<file path="config.mk">
export PLATFORM = sky130hd
export DESIGN_NAME = idecode_ucode
export DESIGN_NICKNAME = d
export VERILOG_FILES = /design/src/rtl/idecode_ucode_pkg.sv /design/src/rtl/idecode_ucode_mul_useq.sv /design/src/rtl/idecode_ucode.sv
export SDC_FILE = /design/constraint.sdc
export NUM_CORES = 1
export LEC_CHECK = 0
export BUFFER_PORTS_ARGS = -buffer_cell sky130_fd_sc_hd__buf_2
export CAP_MARGIN = 25
export CORE_UTILIZATION = 44
export DETAILED_ROUTE_END_ITERATION = 10
export HOLD_SLACK_MARGIN = 0.08
export MAX_ROUTING_LAYER = met4
export PLACE_DENSITY = 0.84
export RECOVER_POWER = 25
export SLEW_MARGIN = 20
export SYNTH_ARGS = -nofsm -noshare
export SYNTH_HDL_FRONTEND = slang
export SYNTH_SLANG_ARGS = --single-unit
</file>
<file path="constraint.sdc">
create_clock -name clk -period 1.8 [get_ports clk]
set_input_delay 0.18 -clock clk [delete_from_list [all_inputs] [get_ports clk]]
set_output_delay 0.18 -clock clk [all_outputs]
set_load 0.02 [all_outputs]
</file>
<file path="src/rtl/idecode_ucode_pkg.sv">
// Shared decode definitions: opcodes, field positions, state and micro-op encodings.
package idecode_ucode_pkg;

  localparam int unsigned XLEN      = 32;
  localparam int unsigned OPC_W     = 7;
  localparam int unsigned REG_W     = 4;
  localparam int unsigned IMM_W     = 16;
  localparam int unsigned STEP_W    = 5;
  localparam int unsigned MUL_STEPS = 16;

  // Instruction field bit positions, shared with fetch and execute.
  localparam int unsigned OPC_MSB = 31;
  localparam int unsigned OPC_LSB = 25;
  localparam int unsigned RD_MSB  = 24;
  localparam int unsigned RD_LSB  = 21;
  localparam int unsigned RS1_MSB = 20;
  localparam int unsigned RS1_LSB = 17;
  localparam int unsigned RS2_MSB = 15;
  localparam int unsigned RS2_LSB = 12;
  localparam int unsigned IMM_MSB = 15;
  localparam int unsigned IMM_LSB = 0;

  localparam logic [OPC_W-1:0] OP_MUL = 7'b0001100;
  localparam logic [OPC_W-1:0] OP_B   = 7'b1100000;
  localparam logic [OPC_W-1:0] OP_NOP = 7'b1100100;

  typedef enum logic [2:0] {
    S_IDLE  = 3'd0,
    S_RUN   = 3'd1,
    S_UCLR  = 3'd2,
    S_USTEP = 3'd3,
    S_UWB   = 3'd4
  } state_t;

  typedef enum logic [1:0] {
    UOP_CLR  = 2'd0,
    UOP_STEP = 2'd1,
    UOP_WB   = 2'd2
  } uop_kind_t;

  // Registered decode payload presented to execute.
  typedef struct packed {
    logic [OPC_W-1:0] opcode;
    logic [REG_W-1:0] rd;
    logic [REG_W-1:0] rs1;
    logic [REG_W-1:0] rs2;
    logic [XLEN-1:0]  imm;
    logic [XLEN-1:0]  pc;
    logic             reg_write;
    logic             valid;
  } dec_t;

  // Sign-extend a 16-bit immediate to the datapath width.
  function automatic logic [XLEN-1:0] sext16(input logic [IMM_W-1:0] v);
    return {{(XLEN-IMM_W){v[IMM_W-1]}}, v};
  endfunction

  // Opcodes whose plain decode writes rd; MUL writes only from its WB micro-op.
  function automatic logic writes_rd(input logic [OPC_W-1:0] op);
    return !((op == OP_B) || (op == OP_NOP) || (op == OP_MUL));
  endfunction

  // Bubble payload used when a held instruction is squashed.
  function automatic dec_t nop_dec();
    dec_t d;
    d        = '0;
    d.opcode = OP_NOP;
    return d;
  endfunction

endpackage

</file>
<file path="src/rtl/idecode_ucode_mul_useq.sv">
// MUL micro-op sequencer: CLR, MUL_STEPS x STEP, WB, with abort on execute redirect.
module idecode_ucode_mul_useq
  import idecode_ucode_pkg::*;
(
  input  logic              clk,
  input  logic              rst,
  input  logic              start_i,
  input  logic              abort_i,
  output logic              busy_o,
  output logic              wb_o,
  output logic              release_o,
  output uop_kind_t         kind_o,
  output logic [STEP_W-1:0] step_o
);

  state_t            phase_q;
  logic [STEP_W-1:0] step_q;

  // Micro-sequence phase and step counter; any abort drops straight back to idle.
  always_ff @(posedge clk) begin
    if (rst) begin
      phase_q <= S_IDLE;
      step_q  <= '0;
    end else begin
      case (phase_q)
        S_IDLE: begin
          step_q <= '0;
          if (start_i) phase_q <= S_UCLR;
        end
        S_UCLR: begin
          step_q  <= '0;
          phase_q <= abort_i ? S_IDLE : S_USTEP;
        end
        S_USTEP: begin
          if (abort_i) begin
            phase_q <= S_IDLE;
            step_q  <= '0;
          end else if (step_q == STEP_W'(MUL_STEPS - 1)) begin
            phase_q <= S_UWB;
            step_q  <= '0;
          end else begin
            step_q <= step_q + STEP_W'(1);
          end
        end
        S_UWB: begin
          phase_q <= S_IDLE;
          step_q  <= '0;
        end
        default: begin
          phase_q <= S_IDLE;
          step_q  <= '0;
        end
      endcase
    end
  end

  // Micro-op kind decoded from the current phase.
  always_comb begin
    kind_o = UOP_CLR;
    case (phase_q)
      S_USTEP: kind_o = UOP_STEP;
      S_UWB:   kind_o = UOP_WB;
      default: kind_o = UOP_CLR;
    endcase
  end

  assign busy_o    = (phase_q != S_IDLE);
  assign wb_o      = (phase_q == S_UWB);
  assign release_o = wb_o || (busy_o && abort_i);
  assign step_o    = step_q;

endmodule

</file>
<file path="src/rtl/idecode_ucode.sv">
// Decode stage: registers fetched words, splits fields, expands MUL into micro-ops.
module idecode_ucode
  import idecode_ucode_pkg::*;
(
  input  logic              clk,
  input  logic              rst,
  input  logic [XLEN-1:0]   instrIn,
  input  logic [XLEN-1:0]   pcIn,
  input  logic              exeOverride,
  output logic [OPC_W-1:0]  opcode,
  output logic [REG_W-1:0]  rd,
  output logic [REG_W-1:0]  rs1,
  output logic [REG_W-1:0]  rs2,
  output logic [XLEN-1:0]   imm32,
  output logic [XLEN-1:0]   pcOut,
  output logic              regWrite,
  output logic              decValid,
  output logic              uopValid,
  output logic [1:0]        uopKind,
  output logic [STEP_W-1:0] uopStep,
  output logic              mul_trigger,
  output logic              mul_release
);

  state_t            state_q;
  dec_t              dec_q;
  dec_t              cap_c;
  logic              useq_busy;
  logic              useq_wb;
  logic              useq_rel;
  logic              held_mul;
  logic              trig_c;
  logic              abort_c;
  logic              unused_bits;
  uop_kind_t         useq_kind;
  logic [STEP_W-1:0] useq_step;

  // Split the incoming word into its raw fields.
  always_comb begin
    cap_c           = '0;
    cap_c.opcode    = instrIn[OPC_MSB:OPC_LSB];
    cap_c.rd        = instrIn[RD_MSB:RD_LSB];
    cap_c.rs1       = instrIn[RS1_MSB:RS1_LSB];
    cap_c.rs2       = instrIn[RS2_MSB:RS2_LSB];
    cap_c.imm       = sext16(instrIn[IMM_MSB:IMM_LSB]);
    cap_c.pc        = pcIn;
    cap_c.reg_write = writes_rd(instrIn[OPC_MSB:OPC_LSB]);
    cap_c.valid     = 1'b1;
  end

  // Bit 16 is a spare position in every format.
  assign unused_bits = instrIn[16];

  assign held_mul = (state_q == S_RUN) && !useq_busy && dec_q.valid &&
                    (dec_q.opcode == OP_MUL);
  assign trig_c   = held_mul && !exeOverride && !rst;
  assign abort_c  = useq_busy && exeOverride;

  idecode_ucode_mul_useq u_useq (
    .clk       (clk),
    .rst       (rst),
    .start_i   (trig_c),
    .abort_i   (exeOverride),
    .busy_o    (useq_busy),
    .wb_o      (useq_wb),
    .release_o (useq_rel),
    .kind_o    (useq_kind),
    .step_o    (useq_step)
  );

  // Top decode FSM: capture each cycle, freeze during MUL, squash on redirect.
  always_ff @(posedge clk) begin
    if (rst) begin
      state_q <= S_IDLE;
      dec_q   <= '0;
    end else begin
      case (state_q)
        S_IDLE: state_q <= S_RUN;
        S_RUN: begin
          if (exeOverride) begin
            dec_q <= nop_dec();
          end else if (useq_busy) begin
            // Fetch resumes as the WB micro-op retires.
            if (useq_wb) dec_q <= cap_c;
          end else if (!held_mul) begin
            dec_q <= cap_c;
          end
        end
        default: begin
          state_q <= S_IDLE;
          dec_q   <= '0;
        end
      endcase
    end
  end

  assign opcode      = dec_q.opcode;
  assign rd          = dec_q.rd;
  assign rs1         = dec_q.rs1;
  assign rs2         = dec_q.rs2;
  assign imm32       = dec_q.imm;
  assign pcOut       = dec_q.pc;
  assign decValid    = dec_q.valid;
  assign regWrite    = (dec_q.reg_write || useq_wb) && !abort_c;
  assign uopValid    = useq_busy;
  assign uopKind     = useq_kind;
  assign uopStep     = useq_step;
  assign mul_trigger = trig_c;
  assign mul_release = useq_rel && !rst;

endmodule

</file>
==> impl_metrics.toml <==
[yosys]
ys_warn_count = 0
synth_ff_type = "dfxtp_1"
syn_avg_cell_area_um2 = 8.83
syn_nets = 509
ys_seq_elements = 74
synth_edf_count = 0
syn_inst = 440
yosys.cell_types.count = 35
syn_area_mm2 = 0.00388
synthArstFlopShare_pct = 0
yosysSeqAreaShare_pct = 38.1

[sta]
fin_skew_ns = 0.00991
worst_slack_ns = -0.0163
max_slew_margin_pct = 67.8
drv_slew = 0
hold_violations = 0
max_freq_mhz = 551
finalSetupViolations = 3
grt_setup_unrepaired = "true"
finalCritPeriodShare_pct = 101
whs_ns = 0.154
tightestPinTransition_ns = 0.483
fin_crit_ns = 1.82

[layout]
diodes = 0
fin_cells = 616
layout-area-overhead-vs-synth_pct = 19.4
nets = 576
n_fill_cell = 796
fin_util_pct = 55.3
final_layout_size_suffix_gt1_share_pct = 41.3

[floorplan]
io_pins = 162
die-height_um = 96.0
die_x_um = 96.0
rows = 33
die-area_mm2 = 0.00921
core_region_area_mm2 = 0.00838
initial_core_util_pct = 46.4

[clock_network]
cts_root_buf = "clkbuf_8"
clk_pin_slew_ns = 0.07
ctsHtreeMaxLevel = 3
postCtsHoldBufs = 0
cts_tree = "yes"
clk_latency_ns = 0.34
cts.sinks = 74
clockBufferDepth = 2
cts_buffers = 9

[global_route]
track_usage_pct = 18.4
first_global_vias = 2892
grt_pass1_wl_um = 12800
gr-total-overflow = 0
grt_max_degree = 64
antenna_found_initial = 0

[pwr]
comb_power_share_pct = 13.0
total_power_mw = 3.61
peakVddDrop_mv = 0.326
p_leak_nw = 1.95
switching_share_pct = 25.2
p_switching_uw = 909
p_per_area_mw_per_mm2 = 777
seq_power_share_pct = 48.0
clock_power_share_pct = 39.0
internal-power_mw = 2.70

[place]
port_buffers = 160
post-dp-hpwl_um = 5850
dp_cells = 591
globalplace.congestion = 0.831
pre_cts_ws_ns = 0.0358

[route]
route.detailed.drc = 0
vias_per_cell = 5.46
wire_per_inst_um = 15.4
dr.pass1.iters = 4
antenna_left = 0
drt_iter0_markers = 104
vias = 3366
totalWireLength_um = 9480

[critical_path]
cp_slowest_stage_delay_ns = 0.52
cp_num_cells = 6
crit_required_ns = 2.06
cp_num_buf_inv = 2
critPathLaunchType = "flip-flop"
cpMostUsedCell = "buf_12"
cp-end-kind = "flip-flop"
critPathKind = "reg2reg"
r2r_cells = 6
cp_data_arrival_time_ns = 2.08
critPathTopFamily = "simple AND/OR/NAND/NOR gates"
crit_path_max_fanout = 16
cp_slowest_cell = "or4b_1"
crit_chain = "and2_1 > and4b_4 > buf_12 > buf_12 > or4b_1 > a21oi_1"

[worst_hold_path]
min_path_cells = 3
hold_class = "in2reg"

[run]
timing.max_cap.violations = 0

[outcome]
status = "complete, but fails checks"
violations = "setup timing"
power by group through the flow:
| stage | sequential (mW) | clock [mW] | combinational (mW) |
|---|---|---|---|
| floorplan | 1.76 | 0 | 0.361 |
| global placement | 1.76 | 0 | 0.440 |
| detailed placement | 1.77 | 0 | 0.449 |
| CTS | 1.73 | 1.46 | 0.450 |
| global route | 1.74 | 1.53 | 0.507 |
| finish | 1.73 | 1.41 | 0.470 |
registers in the layout, summed over array words and instances (netlist names), 3 cells and up:
name / flops
rd: 4
rs1: 4
u_useq.phase_q: 3
u_useq.step_o: 5
pcOut: 32
imm32: 13
rs2: 3
opcode: 7
Yosys cell counts (2+ instances only):
| cell type | n | area, um2 |
|---|---|---|
| nor2_1 | 13 | 48.8 |
| or2_2 | 3 | 18.8 |
| nor4_1 | 5 | 31.3 |
| ha_1 | 2 | 25.0 |
| inv_1 | 6 | 22.5 |
| nand2_1 | 3 | 11.3 |
| buf_4 | 83 | 623 |
| or3_1 | 2 | 12.5 |
| or4b_1 | 60 | 601 |
| o21ai_0 | 60 | 300 |
| buf_6 | 7 | 78.8 |
| a211oi_1 | 3 | 22.5 |
| dfxtp_1 | 74 | 1480 |
| and2_1 | 2 | 12.5 |
| nand3_1 | 2 | 10.0 |
| a21oi_1 | 63 | 315 |
| clkbuf_1 | 34 | 128 |
tightest hold or removal path, stage by stage:
cell and delay [ns]:
buf_2 0.09, or3_1 0.13, a21oi_1 0.04
cells in the final DEF (no fill, tap or decap), types with 2 or more instances in the layout:
| master | count |
|---|---|
| or4b_1 | 51 |
| clkbuf_8 | 10 |
| clkbuf_16 | 4 |
| buf_2 | 133 |
| clkbuf_1 | 26 |
| nor2_2 | 2 |
| ha_1 | 2 |
| dfxtp_2 | 2 |
| clkinv_2 | 2 |
| or2_2 | 3 |
| a211oi_1 | 3 |
| buf_6 | 2 |
| o21ai_1 | 3 |
| dfxtp_4 | 2 |
| nand2_1 | 3 |
| nor2_1 | 11 |
| dfxtp_1 | 70 |
| inv_1 | 6 |
| and2_1 | 2 |
| bufinv_16 | 2 |
| a21oi_1 | 47 |
| nor4_1 | 4 |
| or4b_4 | 9 |
| buf_12 | 6 |
| buf_4 | 10 |
| a21oi_2 | 16 |
| or3_1 | 2 |
| o21ai_0 | 57 |
metal layers:
metal  track usage (%)  wire [um]  vias to the layer above  part of all wire (%)
li1                  -          -                     1635                     -
met3              5.37        523                       16                   5.5
met1              18.2       3900                     1613                    41
met4              8.46        194                        0                   2.0
met5                 -          0                        -                     0
met2              33.1       4860                      102                    51
layout make-up:
class	instances	area, um2	area share [%]
Tap cell	105	131	2.83
Multi-Input combinational cell	235	1700	36.6
Inverter	6	22.5	0.486
Clock buffer	10	138	2.97
Sequential cell	74	1490	32.2
Clock inverter	5	78.8	1.70
Timing Repair Buffer	181	1080	23.3
per-stage QoR:
stage	instance area [um2]	TNS [ns]
final	4640	-0.0276
after global placement	4140	0
after floorplan	3890	0
after CTS	4360	0
after detailed placement	4140	0
after global routing	4640	-2.08
what timing repair did:
item,4_1_cts,5_1_grt
buffers inserted,0,5
cloned,0,5
pin swaps,0,6
resized for setup,1,40
endpoints found under the setup margin,1,35
kinds of logic (layout without fill, tap and decap cells):
family,count (synthesis),count (layout),share of synthesized area (%)
buffers and inverters,131,202,22.1
adder cells (fa/ha/maj),2,2,0.644
XOR/XNOR,2,2,0.451
flip-flops,74,74,38.1
AND/OR/NAND/NOR,98,98,20.8
AO/OA/AOI/OAI,133,133,17.9
final timing paths:
path                                        from                              to  slack [ns]
setup reg to reg           decValid$_SDFFE_PP0P_             rs2[1]$_SDFFE_PP0P_       -0.02
hold reg to reg   u_useq.phase_q[0]$_SDFFE_PP0P_  u_useq.phase_q[0]$_SDFFE_PP0P_        0.45
hold / removal                               rst  u_useq.phase_q[0]$_SDFFE_PP0P_        0.15
setup / recovery           decValid$_SDFFE_PP0P_             rs2[1]$_SDFFE_PP0P_       -0.02
Power figures use the tool's default switching activity.
